===== src/rtl/pulse_bram_reader_if.sv =====
// Stream and BRAM port bundle for pulse_bram_reader.
// The master side is the reader; the slave side is the consumer plus the BRAM.
interface pulse_bram_reader_if;
    logic [31:0] out_data;
    logic [10:0] out_index;
    logic        out_valid;
    logic        out_ready;
    logic        out_last;
    logic [31:0] bram_addr;
    logic [31:0] bram_data_in;
    logic [31:0] bram_data_out;
    logic        ena;
    logic        bram_we;

    modport master (
        output out_data, out_index, out_valid, out_last,
        output bram_addr, bram_data_in, ena, bram_we,
        input  out_ready, bram_data_out
    );

    modport slave (
        input  out_data, out_index, out_valid, out_last,
        input  bram_addr, bram_data_in, ena, bram_we,
        output out_ready, bram_data_out
    );
endinterface


===== src/rtl/pulse_bram_reader.sv =====
// Sweeps a pulse-accumulation BRAM once per frame, streams each word out with a
// valid/ready handshake, optionally zeroes it behind itself and counts nonzero words.
module pulse_bram_reader #(
    parameter int DEPTH     = 2048,
    parameter int ADDR_STEP = 4
) (
    input  logic                clk,
    input  logic                rst_n,
    input  logic                start,
    input  logic                clear_en,
    input  logic                abort,
    output logic                busy,
    output logic                done,
    output logic [31:0]         nonzero_count,
    pulse_bram_reader_if.master bus
);

    typedef enum logic [2:0] {IDLE, RD_REQ, RD_WAIT, OUT, CLR, DONE} state_t;

    localparam logic [10:0] LAST_INDEX = 11'(DEPTH - 1);
    localparam logic [31:0] STEP       = 32'(ADDR_STEP);

    state_t      state, state_next;
    logic [10:0] index, index_next;
    logic        clear_lat, clear_lat_next;
    logic [31:0] nonzero_next;
    logic [31:0] out_data_q, out_data_next;
    logic [10:0] out_index_q, out_index_next;
    logic        out_valid_q, out_valid_next;
    logic        out_last_q, out_last_next;
    logic [31:0] addr_q, addr_next;
    logic        ena_q, ena_next;
    logic        we_q, we_next;
    logic        busy_next, done_next;
    logic        advance;

    // Every output is a register loaded with the value that belongs to the next state.
    always_ff @(posedge clk or negedge rst_n) begin
        if (!rst_n) begin
            state         <= IDLE;
            index         <= '0;
            clear_lat     <= 1'b0;
            nonzero_count <= '0;
            out_data_q    <= '0;
            out_index_q   <= '0;
            out_valid_q   <= 1'b0;
            out_last_q    <= 1'b0;
            addr_q        <= '0;
            ena_q         <= 1'b0;
            we_q          <= 1'b0;
            busy          <= 1'b0;
            done          <= 1'b0;
        end else begin
            state         <= state_next;
            index         <= index_next;
            clear_lat     <= clear_lat_next;
            nonzero_count <= nonzero_next;
            out_data_q    <= out_data_next;
            out_index_q   <= out_index_next;
            out_valid_q   <= out_valid_next;
            out_last_q    <= out_last_next;
            addr_q        <= addr_next;
            ena_q         <= ena_next;
            we_q          <= we_next;
            busy          <= busy_next;
            done          <= done_next;
        end
    end

    always_comb begin
        state_next     = state;
        index_next     = index;
        clear_lat_next = clear_lat;
        nonzero_next   = nonzero_count;
        out_data_next  = out_data_q;
        out_index_next = out_index_q;
        out_valid_next = out_valid_q;
        out_last_next  = out_last_q;
        addr_next      = addr_q;
        ena_next       = 1'b0;
        we_next        = 1'b0;
        busy_next      = busy;
        done_next      = 1'b0;
        advance        = 1'b0;

        case (state)
            IDLE: begin
                if (start && !abort) begin
                    state_next     = RD_REQ;
                    index_next     = '0;
                    clear_lat_next = clear_en;
                    nonzero_next   = '0;
                    addr_next      = '0;
                    ena_next       = 1'b1;
                    busy_next      = 1'b1;
                end
            end
            RD_REQ: state_next = RD_WAIT;
            RD_WAIT: begin
                state_next     = OUT;
                out_data_next  = bus.bram_data_out;
                out_index_next = index;
                out_last_next  = (index == LAST_INDEX);
                out_valid_next = 1'b1;
            end
            OUT: begin
                if (bus.out_ready) begin
                    out_valid_next = 1'b0;
                    // The sign bit is ignored so that -0.0 is counted as zero.
                    nonzero_next   = nonzero_count + {31'd0, |out_data_q[30:0]};
                    if (clear_lat) begin
                        state_next = CLR;
                        ena_next   = 1'b1;
                        we_next    = 1'b1;
                    end else begin
                        advance = 1'b1;
                    end
                end
            end
            CLR:  advance = 1'b1;
            DONE: state_next = IDLE;
            default: state_next = IDLE;
        endcase

        if (advance) begin
            if (index == LAST_INDEX) begin
                state_next = DONE;
                done_next  = 1'b1;
                busy_next  = 1'b0;
            end else begin
                index_next = index + 11'd1;
                state_next = RD_REQ;
                ena_next   = 1'b1;
                addr_next  = 32'(index_next) * STEP;
            end
        end

        // Abort discards whatever the current state had scheduled, including a count update.
        if (abort && state != IDLE) begin
            state_next     = IDLE;
            ena_next       = 1'b0;
            we_next        = 1'b0;
            out_valid_next = 1'b0;
            busy_next      = 1'b0;
            done_next      = 1'b0;
            nonzero_next   = nonzero_count;
        end
    end

    assign bus.out_data     = out_data_q;
    assign bus.out_index    = out_index_q;
    assign bus.out_valid    = out_valid_q;
    assign bus.out_last     = out_last_q;
    assign bus.bram_addr    = addr_q;
    assign bus.bram_data_in = '0;
    assign bus.ena          = ena_q;
    assign bus.bram_we      = we_q;

endmodule


===== src/flat_wrapper.sv =====
// flat-port wrapper written by rule: the top's interface ports become plain ports
module pulse_bram_reader_flat 
#(
    parameter int DEPTH     = 2048,
    parameter int ADDR_STEP = 4
)
  (clk, rst_n, start, clear_en, abort, busy, done, nonzero_count, bus_out_data, bus_out_index, bus_out_valid, bus_out_last, bus_bram_addr, bus_bram_data_in, bus_ena, bus_bram_we, bus_out_ready, bus_bram_data_out);
  pulse_bram_reader_if bus_i ();
  input  logic clk;
  input  logic rst_n;
  input  logic start;
  input  logic clear_en;
  input  logic abort;
  output logic busy;
  output logic done;
  output logic [31:0] nonzero_count;
  output wire logic [$bits(bus_i.out_data)-1:0] bus_out_data;
  output wire logic [$bits(bus_i.out_index)-1:0] bus_out_index;
  output wire logic [$bits(bus_i.out_valid)-1:0] bus_out_valid;
  output wire logic [$bits(bus_i.out_last)-1:0] bus_out_last;
  output wire logic [$bits(bus_i.bram_addr)-1:0] bus_bram_addr;
  output wire logic [$bits(bus_i.bram_data_in)-1:0] bus_bram_data_in;
  output wire logic [$bits(bus_i.ena)-1:0] bus_ena;
  output wire logic [$bits(bus_i.bram_we)-1:0] bus_bram_we;
  input wire logic [$bits(bus_i.out_ready)-1:0] bus_out_ready;
  input wire logic [$bits(bus_i.bram_data_out)-1:0] bus_bram_data_out;
  assign bus_out_data = bus_i.out_data;
  assign bus_out_index = bus_i.out_index;
  assign bus_out_valid = bus_i.out_valid;
  assign bus_out_last = bus_i.out_last;
  assign bus_bram_addr = bus_i.bram_addr;
  assign bus_bram_data_in = bus_i.bram_data_in;
  assign bus_ena = bus_i.ena;
  assign bus_bram_we = bus_i.bram_we;
  assign bus_i.out_ready = bus_out_ready;
  assign bus_i.bram_data_out = bus_bram_data_out;
  pulse_bram_reader #(.DEPTH(DEPTH), .ADDR_STEP(ADDR_STEP)) u_core (.clk(clk), .rst_n(rst_n), .start(start), .clear_en(clear_en), .abort(abort), .busy(busy), .done(done), .nonzero_count(nonzero_count), .bus(bus_i));
endmodule

===== config.mk =====
export PLATFORM = sky130hd
export DESIGN_NAME = pulse_bram_reader_flat
export DESIGN_NICKNAME = d
export VERILOG_FILES = /design/src/rtl/pulse_bram_reader_if.sv /design/src/rtl/pulse_bram_reader.sv /design/src/flat_wrapper.sv
export SDC_FILE = /design/constraint.sdc
export NUM_CORES = 1
export LEC_CHECK = 0
export CAP_MARGIN = 10
export CORE_MARGIN = 5
export CORE_UTILIZATION = 38
export CTS_BUF_LIST = sky130_fd_sc_hd__clkbuf_16
export DETAILED_ROUTE_END_ITERATION = 12
export GPL_TIMING_DRIVEN = 0
export PLACE_DENSITY = 0.77
export SLEW_MARGIN = 25
export SYNTH_ARGS = -nofsm -noshare
export SYNTH_HDL_FRONTEND = slang
export SYNTH_SLANG_ARGS = --single-unit

===== constraint.sdc =====
create_clock -name clk -period 2.6 [get_ports clk]
set_input_delay 0.26 -clock clk [delete_from_list [all_inputs] [get_ports clk]]
set_output_delay 0.26 -clock clk [all_outputs]
set_load 0.01 [all_outputs]

======== Word level (Yosys, flattened, before mapping) ========
Cells that the tools add are included.
cells by class
  add/subtract/negate cells ............... 2
  multipliers ............................. 0
  divide/modulo/power cells ............... 0
  order comparisons ....................... 0
  eq/ne operators ......................... 12
  shift-type cells ........................ 0
  mux-type cells .......................... 41
  bitwise logic cells ..................... 1
  reductions and logical operators ........ 12
operators with widths
  cell                   count
  $mux 32                6
  $pmux 32 s2            1
  $mux 11                4
  $add 32x1->32          1
  $reduce_or 31->1       1
  $mux 1                 20
  $mux 3                 6
  $pmux 3 s5             1
  $add 11x1->11 const B  1
  $eq 11x11->1 const B   1
  $ne 4x1->1 const B     2
  $reduce_and 4->1       2
  $eq 3x2->1 const B     2
  $pmux 1 s2             3
  $reduce_bool 3->1      2
  $ne 4x2->1 const B     1
  $reduce_and 2->1       2
  $eq 3x1->1 const B     1
  $eq 3x3->1 const B     1
  $logic_not 3->1        1
  $ne 3x1->1 const B     1
  $ne 3x2->1 const B     1
  $logic_and 1x1->1      2
  $ne 2x1->1 const B     1
  other kinds (4)        4
word-level totals
  register bits ........................... 128
  bits in latches ......................... 0
  bits in writable memories ............... 0
  ROM bits ................................ 0
  word-level logic and storage cells ...... 81
  memories kept ........................... 0

======== Longest topological paths before layout ========
Gate-level depths: netlist (run 1).
  depth in word-level cells ............... 7
  mapped depth ............................ 10
  depth with buffers taken out ............ 9

======== Least setup slack after synthesis (run 1) ========
Ideal clock, no wire load.
  kind .................................... reg-to-reg
  start point ............................. reg u_core.out_data_q[18], in the netlist u_core.bus.out_data[18]
  end point ............................... reg u_core.nonzero_count[16]
  setup time .............................. 0.132 ns
  data arrival time ....................... 2.354 ns
  setup slack ............................. 0.114 ns
  stages on the path, launching flop included .. 11
  path buffers ............................ 1
  clock period less this slack ............ 2.486 ns
  cell sequence ........................... dfrtp_1 > or4_1 > nor4_1 > nand4_1 > ha_1 > ha_1 > o2111ai_1 > clkbuf_1 > nor3_1 > xnor2_1 > nor2_1
on the way
  longest elaborated chain between the ends .. 4
ends and longest elaborated chain
  item                      line                      RTL
  start: declaration        pulse_bram_reader.sv:27   logic [31:0] out_data_q, out_data_next;
  start signal: assignment  pulse_bram_reader.sv:58   out_data_q <= out_data_next;
  $reduce_or 31->1          pulse_bram_reader.sv:110  nonzero_next = nonzero_count + {31'd0, |out_data_q[30:0]};
  $add 32x1->32             pulse_bram_reader.sv:110
  $mux 32                   pulse_bram_reader.sv:107  if (bus.out_ready) begin
  $pmux 32 s2               pulse_bram_reader.sv:86   case (state)
  end signal: assignment    pulse_bram_reader.sv:57   nonzero_count <= nonzero_next;
  end: declaration          pulse_bram_reader.sv:14   output logic [31:0] nonzero_count,
Every way passes these cells. The select of a mux whose other input is x is not followed.
A chain may end at the register's enable or synchronous reset.

======== Worst setup path after layout (run 1) ========
  start point ............................. reg u_core.out_data_q[18], in the netlist u_core.bus.out_data[18]
  end point ............................... reg u_core.nonzero_count[24]
The elaborated chain is that of the path after synthesis.

==> impl_metrics.env, run 1 <==
export IMPL_die_width_um=131.9
export IMPL_power_frac_comb=0.192
export IMPL_ir_worst_vdd_mv=0.4730
export IMPL_holdCritPathClass="in2async"
export IMPL_post_route_worst_setup_slack_ns=0.2047
export IMPL_worst_path_dominant_cell_family="simple AND/OR/NAND/NOR gates"
export IMPL_setup_worst_path_class="reg2reg"
export IMPL_detailedPlace_worstSlack_ns=-0.4180
export IMPL_layout_commonest_cell="clkdlybuf4s50_1"
export IMPL_internal_power_uw=4165
export IMPL_clkSinkCount=128
export IMPL_layout_common_cells="clkdlybuf4s50_1, dfrtp_1, nor2_1, mux2_2, buf_4"
export IMPL_initial_core_util=0.3885
export IMPL_drtIter0Drc=253
export IMPL_dpl_hpwl_um=10620
export IMPL_grt_pass1_vias=4664
export IMPL_clk_path_buf_depth=2
export IMPL_cts_htree_levels=4
export IMPL_io_buffers=150
export IMPL_worstPathMaxFanout=5
export IMPL_place_area_um2=7527
export IMPL_detail_route_vias_per_cell=4.926
export IMPL_worstPathBufferInverterCount=1
export IMPL_critPathLaunchType="flip-flop"
export IMPL_floorplan_rows=44
export IMPL_status="finished clean"
export IMPL_gr_usage_all_layers=0.1684
export IMPL_reg2reg_depth=10
export IMPL_io_pins=183
export IMPL_cellPowerDensity_nw_per_um2=698.0
export IMPL_drt_drc_violations_left=0
export IMPL_totalNegativeSetupSlack_ns=0
export IMPL_areaGrowthSynthToFinish_pct=44.34
export IMPL_cts_made_buffers=17
export IMPL_yosysSeqAreaShare=0.5673
export IMPL_slew_viol_final=0
export IMPL_ant_nets=0
export IMPL_syn_mean_instance_area_um2=11.41
export IMPL_tightest_slew_ns=0.5871
export IMPL_async_reset_ff_frac=1.000
export IMPL_timing_final_crit_share=0.9213
export IMPL_routabilityCongestion=0.7993
export IMPL_detail_route_wirelength_um=14470
export IMPL_setup_viol=0
export IMPL_die_ht_um=131.9
export IMPL_clock_fmax_mhz=417.5
export IMPL_clk_pin_slew_ns=0.06
export IMPL_antenna_cells=0
export IMPL_final_net_count=741
export IMPL_whs_ns=0.2840
export IMPL_type_of_destination_of_the_critical_path="flip-flop"
export IMPL_drt_wl_cell_um=16.14
export IMPL_leakage_uw=0.003656
export IMPL_worst_slew_margin_rel=0.6069
export IMPL_drv_max_cap_violation_count=0
export IMPL_synthesis_area_um2=5647
export IMPL_timing_hold_violations_final=0
export IMPL_detailroute_via_count=4414
export IMPL_largest_net_degree_at_the_start_of_global_routing=96
export IMPL_path_cells="or4_1 > nor4_2 > nand4_1 > ha_2 > ha_1 > o2111ai_4 > buf_6 > nor4_1 > xnor2_1 > nor2_1"
export IMPL_crit_reg2reg_launch="u_core.bus.out_data[18]"
export IMPL_synth_cells=495
export IMPL_cp_arrival_ns=2.68
export IMPL_design_area_um2=8150
export IMPL_crit_path_top_delay_cell="or4_1"
export IMPL_clock_skew_final_ns=0.01569
export IMPL_final_layout_size_suffix_gt1_frac=0.1812
export IMPL_p_clk_frac=0.386
export IMPL_grt_pass1_wl_um=23920
export IMPL_cts_root_buf="clkbuf_16"
export IMPL_postSynth_topFlopCell="dfrtp_1"
export IMPL_clk_latency_ns=0.42
export IMPL_synth_edf_count=0
export IMPL_drtPass1Iterations=4
export IMPL_share_of_total_power_consumed_by_net_switching=0.2679
export IMPL_ff2ff_setup_slack_ns=0.20
export IMPL_die_area_um2=17400
export IMPL_power_switching_uw=1524
export IMPL_number_of_antenna_violations_at_the_first_check_in_global_routing=0
export IMPL_crit_required_ns=2.88
export IMPL_final_period_minus_worst_setup_slack_ns=2.395
export IMPL_share_seq_of_total_power=0.422
export IMPL_timing_rr_end="u_core.nonzero_count[24]"
export IMPL_critical_path_max_stage_delay_ns=0.56
export IMPL_synth_ff_latch_count=128
export IMPL_tritoncts="done"
export IMPL_synth_cell_types=45
export IMPL_grt_remaining_overflow=0
export IMPL_design_core_area_um2=14530
export IMPL_count_of_yosys_warnings_during_synthesis=0
-- flip-flops by register name, summed over array words and instances (netlist names), 3 cells and up --
| name | flops |
|---|---|
| u_core.nonzero_count | 32 |
| u_core.state | 3 |
| u_core.bus.bram_addr | 32 |
| u_core.bus.out_index | 11 |
| u_core.bus.out_data | 32 |
| u_core.index | 11 |
-- power groups by stage --
stage	clock network [µW]	logic [µW]	registers, µW
floorplan	0	368	2500
global placement	0	1080	2410
detailed placement	0	1110	2430
CTS	2250	1110	2400
global route	2340	1180	2440
finish	2190	1090	2400
-- final cells by class --
class	count	area [µm²]
buffer	54	345.3
clock buffer	17	425.4
clock inverter	14	120.1
fill	1274	6384
inverter	9	33.78
multi-input combinational	335	2218
sequential	128	3203
tap	184	230.2
timing repair buffer	155	1574
-- cell usage after synthesis (5+ instances only) --
| cell | n | share of area |
|---|---|---|
| nand3_1 | 14 | 0.012 |
| or3_1 | 7 | 0.0078 |
| clkbuf_1 | 14 | 0.0093 |
| o21ai_0 | 13 | 0.012 |
| xnor2_1 | 27 | 0.042 |
| nand2_1 | 26 | 0.017 |
| nor4_1 | 19 | 0.021 |
| buf_4 | 33 | 0.044 |
| xor2_1 | 5 | 0.0078 |
| buf_2 | 5 | 0.0044 |
| mux2_2 | 44 | 0.088 |
| and3_1 | 7 | 0.0078 |
| a21o_1 | 13 | 0.017 |
| nor3_1 | 14 | 0.012 |
| a21oi_1 | 9 | 0.0080 |
| nor2_1 | 44 | 0.029 |
| inv_1 | 9 | 0.0060 |
| dfrtp_1 | 128 | 0.57 |
| nand4_1 | 6 | 0.0066 |
| and2_1 | 21 | 0.023 |
-- per-layer routing --
metal / wire length [µm] / global-route usage
met5: 0 / 0
met4: 159 / 0.05371
met3: 1456 / 0.08435
met2: 7134 / 0.2751
met1: 5714 / 0.1935
-- stage by stage --
stage	power, µW	cells	utilization
final	5689	896	0.5608
after global routing	5964	896	0.5608
after CTS	5770	894	0.5590
after detailed placement	3534	861	0.5179
after global placement	3492	860	0.5157
after floorplan	2864	526	-
-- worst max path at each step --
stage	depth (start not counted)	start	endpoint	slack [ns]
after CTS	10	u_core.bus.out_data[18]	u_core.nonzero_count[26]	0.04
after floorplan	10	u_core.bus.out_data[18]	u_core.nonzero_count[16]	0.11
final	10	u_core.bus.out_data[18]	u_core.nonzero_count[24]	0.20
after detailed placement	10	u_core.bus.out_data[18]	u_core.nonzero_count[26]	-0.42
after global routing	10	u_core.bus.out_data[18]	u_core.nonzero_count[18]	-0.0004
after global placement	1	rst_n	u_core.nonzero_count[7]	-3.54
-- what timing repair did --
action,4_1_cts,5_1_grt
endpoints found under the setup margin,10,10
endpoints found under the hold margin,33,0
setup buffers,0,2
hold buffers,1,0
gates resized for setup,6,5
cloned,1,0
-- cell families (layout without fill, tap and decap cells) --
group	Yosys count	after routing	share of synthesized area
XOR/XNOR	32	32	0.04963
AO/OA/AOI/OAI	50	50	0.05850
other	1	32	0.0006641
buffers and inverters	63	249	0.06514
multiplexers	45	45	0.08952
adder cells (fa/ha/maj)	3	3	0.006648
flip-flops	128	128	0.5672
AND/OR/NAND/NOR	173	173	0.1626
Power figures use the tool's default switching activity.
==> run 2, diff against run 1 <==
--- a/config.mk
+++ b/config.mk
@@ -7,11 +7,11 @@
 export LEC_CHECK = 0
 export CAP_MARGIN = 10
 export CORE_MARGIN = 5
-export CORE_UTILIZATION = 38
+export CORE_UTILIZATION = 42
 export CTS_BUF_LIST = sky130_fd_sc_hd__clkbuf_16
 export DETAILED_ROUTE_END_ITERATION = 12
 export GPL_TIMING_DRIVEN = 0
-export PLACE_DENSITY = 0.77
+export PLACE_DENSITY = 0.83
 export SLEW_MARGIN = 25
 export SYNTH_ARGS = -nofsm -noshare
 export SYNTH_HDL_FRONTEND = slang
==> run 2 against run 1 <==
  * Global-route usage up 1.7 points
  * Routed wire length up 0.57%
  * Non-clock buffer count down 2
  * Largest cell class unchanged
  * Largest power group unchanged
  * Highest routed layer unchanged
==> impl_metrics.env, run 2 (synthesis results as in run 1) <==
export IMPL_rsz0062_at_grt="no"
export IMPL_initial_core_util=0.4281
export IMPL_grt_pass1_vias=4673
export IMPL_drtIter0Drc=248
export IMPL_worst_slew_margin_rel=0.5520
export IMPL_power_frac_comb=0.194
export IMPL_die_width_um=126.0
export IMPL_timing_hold_violations_final=0
export IMPL_number_of_antenna_violations_at_the_first_check_in_global_routing=0
export IMPL_dpl_hpwl_um=10690
export IMPL_tritoncts="done"
export IMPL_share_of_total_power_consumed_by_net_switching=0.2557
export IMPL_cts_repair_timing_setup_buffer_count=0
export IMPL_floorplan_rows=42
export IMPL_cts_htree_levels=4
export IMPL_die_ht_um=126.0
export IMPL_timing_final_crit_share=0.9380
export IMPL_drt_wl_cell_um=16.47
export IMPL_detail_route_vias_per_cell=5.006
export IMPL_holdCritPathClass="in2async"
export IMPL_setup_worst_path_class="reg2reg"
export IMPL_io_buffers=150
export IMPL_status="finished clean"
export IMPL_gr_usage_all_layers=0.1851
export IMPL_clk_path_buf_depth=2
export IMPL_power_switching_uw=1451
export IMPL_grt_pass1_wl_um=23680
export IMPL_drv_max_cap_violation_count=0
export IMPL_clk_latency_ns=0.41
export IMPL_final_layout_size_suffix_gt1_frac=0.1740
export IMPL_clock_fmax_mhz=410.0
export IMPL_whs_ns=0.3559
export IMPL_cts_root_buf="clkbuf_16"
export IMPL_ir_worst_vdd_mv=0.5150
export IMPL_cts_made_buffers=17
export IMPL_die_area_um2=15860
export IMPL_clkSinkCount=128
export IMPL_ant_nets=0
export IMPL_drt_drc_violations_left=0
export IMPL_p_clk_frac=0.384
export IMPL_clk_pin_slew_ns=0.05
export IMPL_fillerInstances=1057
export IMPL_leakage_uw=0.003640
export IMPL_drtPass1Iterations=4
export IMPL_detail_route_wirelength_um=14550
export IMPL_final_net_count=739
export IMPL_layout_common_cells="clkdlybuf4s50_1, dfrtp_1, nor2_1, mux2_2, buf_4"
export IMPL_routabilityCongestion=0.8445
export IMPL_crit_required_ns=2.88
export IMPL_crit_path_top_delay_cell="or4_1"
export IMPL_io_pins=183
export IMPL_critPathLaunchType="flip-flop"
export IMPL_worstPathMaxFanout=8
export IMPL_path_cells="or4_1 > nor4_2 > nand4_1 > ha_2 > ha_1 > o2111ai_4 > buf_8 > nor3_1 > xnor2_1 > nor2_1"
export IMPL_design_core_area_um2=13190
export IMPL_largest_net_degree_at_the_start_of_global_routing=75
export IMPL_design_power_total_uw=5677
export IMPL_setup_viol=0
export IMPL_cellPowerDensity_nw_per_um2=700.3
export IMPL_type_of_destination_of_the_critical_path="flip-flop"
export IMPL_internal_power_uw=4225
export IMPL_slew_viol_final=0
export IMPL_critical_path_max_stage_delay_ns=0.54
export IMPL_layout_commonest_cell="clkdlybuf4s50_1"
export IMPL_clock_skew_final_ns=0.006241
export IMPL_areaGrowthSynthToFinish_pct=43.56
export IMPL_grt_remaining_overflow=0
export IMPL_tightest_slew_ns=0.6690
export IMPL_share_seq_of_total_power=0.422
export IMPL_cp_arrival_ns=2.71
export IMPL_detailroute_via_count=4420
export IMPL_antenna_cells=0
export IMPL_final_period_minus_worst_setup_slack_ns=2.439
==> run 2: cell count changes in the layout (fill, tap and decap cells not counted) <==
cell / change
bufinv_16: +1
inv_1: +1
clkinvlp_4: +1
inv_6: -2
clkinv_2: +1
clkinv_4: -5
buf_6: -1
buf_4: -1
==> run 2: metal layers <==
layer / global-route usage / up-vias / part of all wire
met5: 0 / - / 0
met4: 0.06120 / 0 / 0.018
met3: 0.08425 / 25 / 0.097
met2: 0.3102 / 166 / 0.49
met1: 0.2110 / 2167 / 0.39
li1: - / 2062 / -
==> run 2: power by group through the flow <==
stage / Combinational, µW / Sequential (µW) / Clock (µW)
floorplan: 368 / 2500 / 0
global placement: 1070 / 2420 / 0
detailed placement: 1110 / 2430 / 0
CTS: 1120 / 2400 / 2230
global route: 1190 / 2430 / 2320
finish: 1100 / 2400 / 2180
==> run 2: worst paths after layout <==
| path | endpoint | cells past startpoint | slack (ns) | from |
|---|---|---|---|---|
| worst max-delay path | u_core.nonzero_count[18] | 10 | 0.16 | u_core.bus.out_data[18] |
| worst min-delay path | u_core.bus.bram_addr[13] | 2 | 0.36 | rst_n |
| worst max register to register | u_core.nonzero_count[18] | 10 | 0.16 | u_core.bus.out_data[18] |
| worst min register to register | u_core.bus.bram_addr[4] | 1 | 0.48 | u_core.bus.bram_addr[4] |
| max in group asynchronous | u_core.nonzero_count[16] | 3 | 1.53 | rst_n |
| min in group clk | u_core.bus.out_data[22] | 2 | 0.46 | bus_bram_data_out[22] |
==> run 2: final cells by class <==
| type | count | area [µm²] | share of cell area |
|---|---|---|---|
| Sequential cell | 128 | 3203 | 0.3951 |
| Multi-Input combinational cell | 335 | 2218 | 0.2737 |
| Timing Repair Buffer | 153 | 1555 | 0.1919 |
| Clock buffer | 17 | 425.4 | 0.05248 |
| Buffer | 54 | 345.3 | 0.04260 |
| Tap cell | 176 | 220.2 | 0.02716 |
| Clock inverter | 11 | 105.1 | 0.01296 |
| Inverter | 9 | 33.78 | 0.004167 |
==> run 2: critical path, delay by kind of cell, from the launching register on <==
kind / cells / cell delay [ns]
buffers and inverters: 1 / 0.17
xor gates and xnor gates: 1 / 0.17
AOI/OAI and AO/OA: 1 / 0.16
adders and majority gates: 2 / 0.46
and+or+nand+nor: 5 / 0.96
DFF: 1 / 0.38
==> run 2: metrics by stage <==
stage	worst slack, ns	cells	setup TNS (ns)	util	cell area (µm²)
after floorplan	0.1140	526	0	-	5763
after global placement	-3.517	852	-451.87	0.5674	7485
after detailed placement	-0.3999	853	-3.527	0.5699	7517
after CTS	0.04456	883	0	0.6140	8099
after global routing	0.009494	883	0	0.6146	8107
final	0.1612	883	0	0.6146	8107
==> run 2: what timing repair did <==
item                                    CTS  global route
hold buffers                              1             0
endpoints found under the setup margin   10             8
endpoints found under the hold margin    54             0
gates cloned                              1             0
gates resized for setup                   6             4
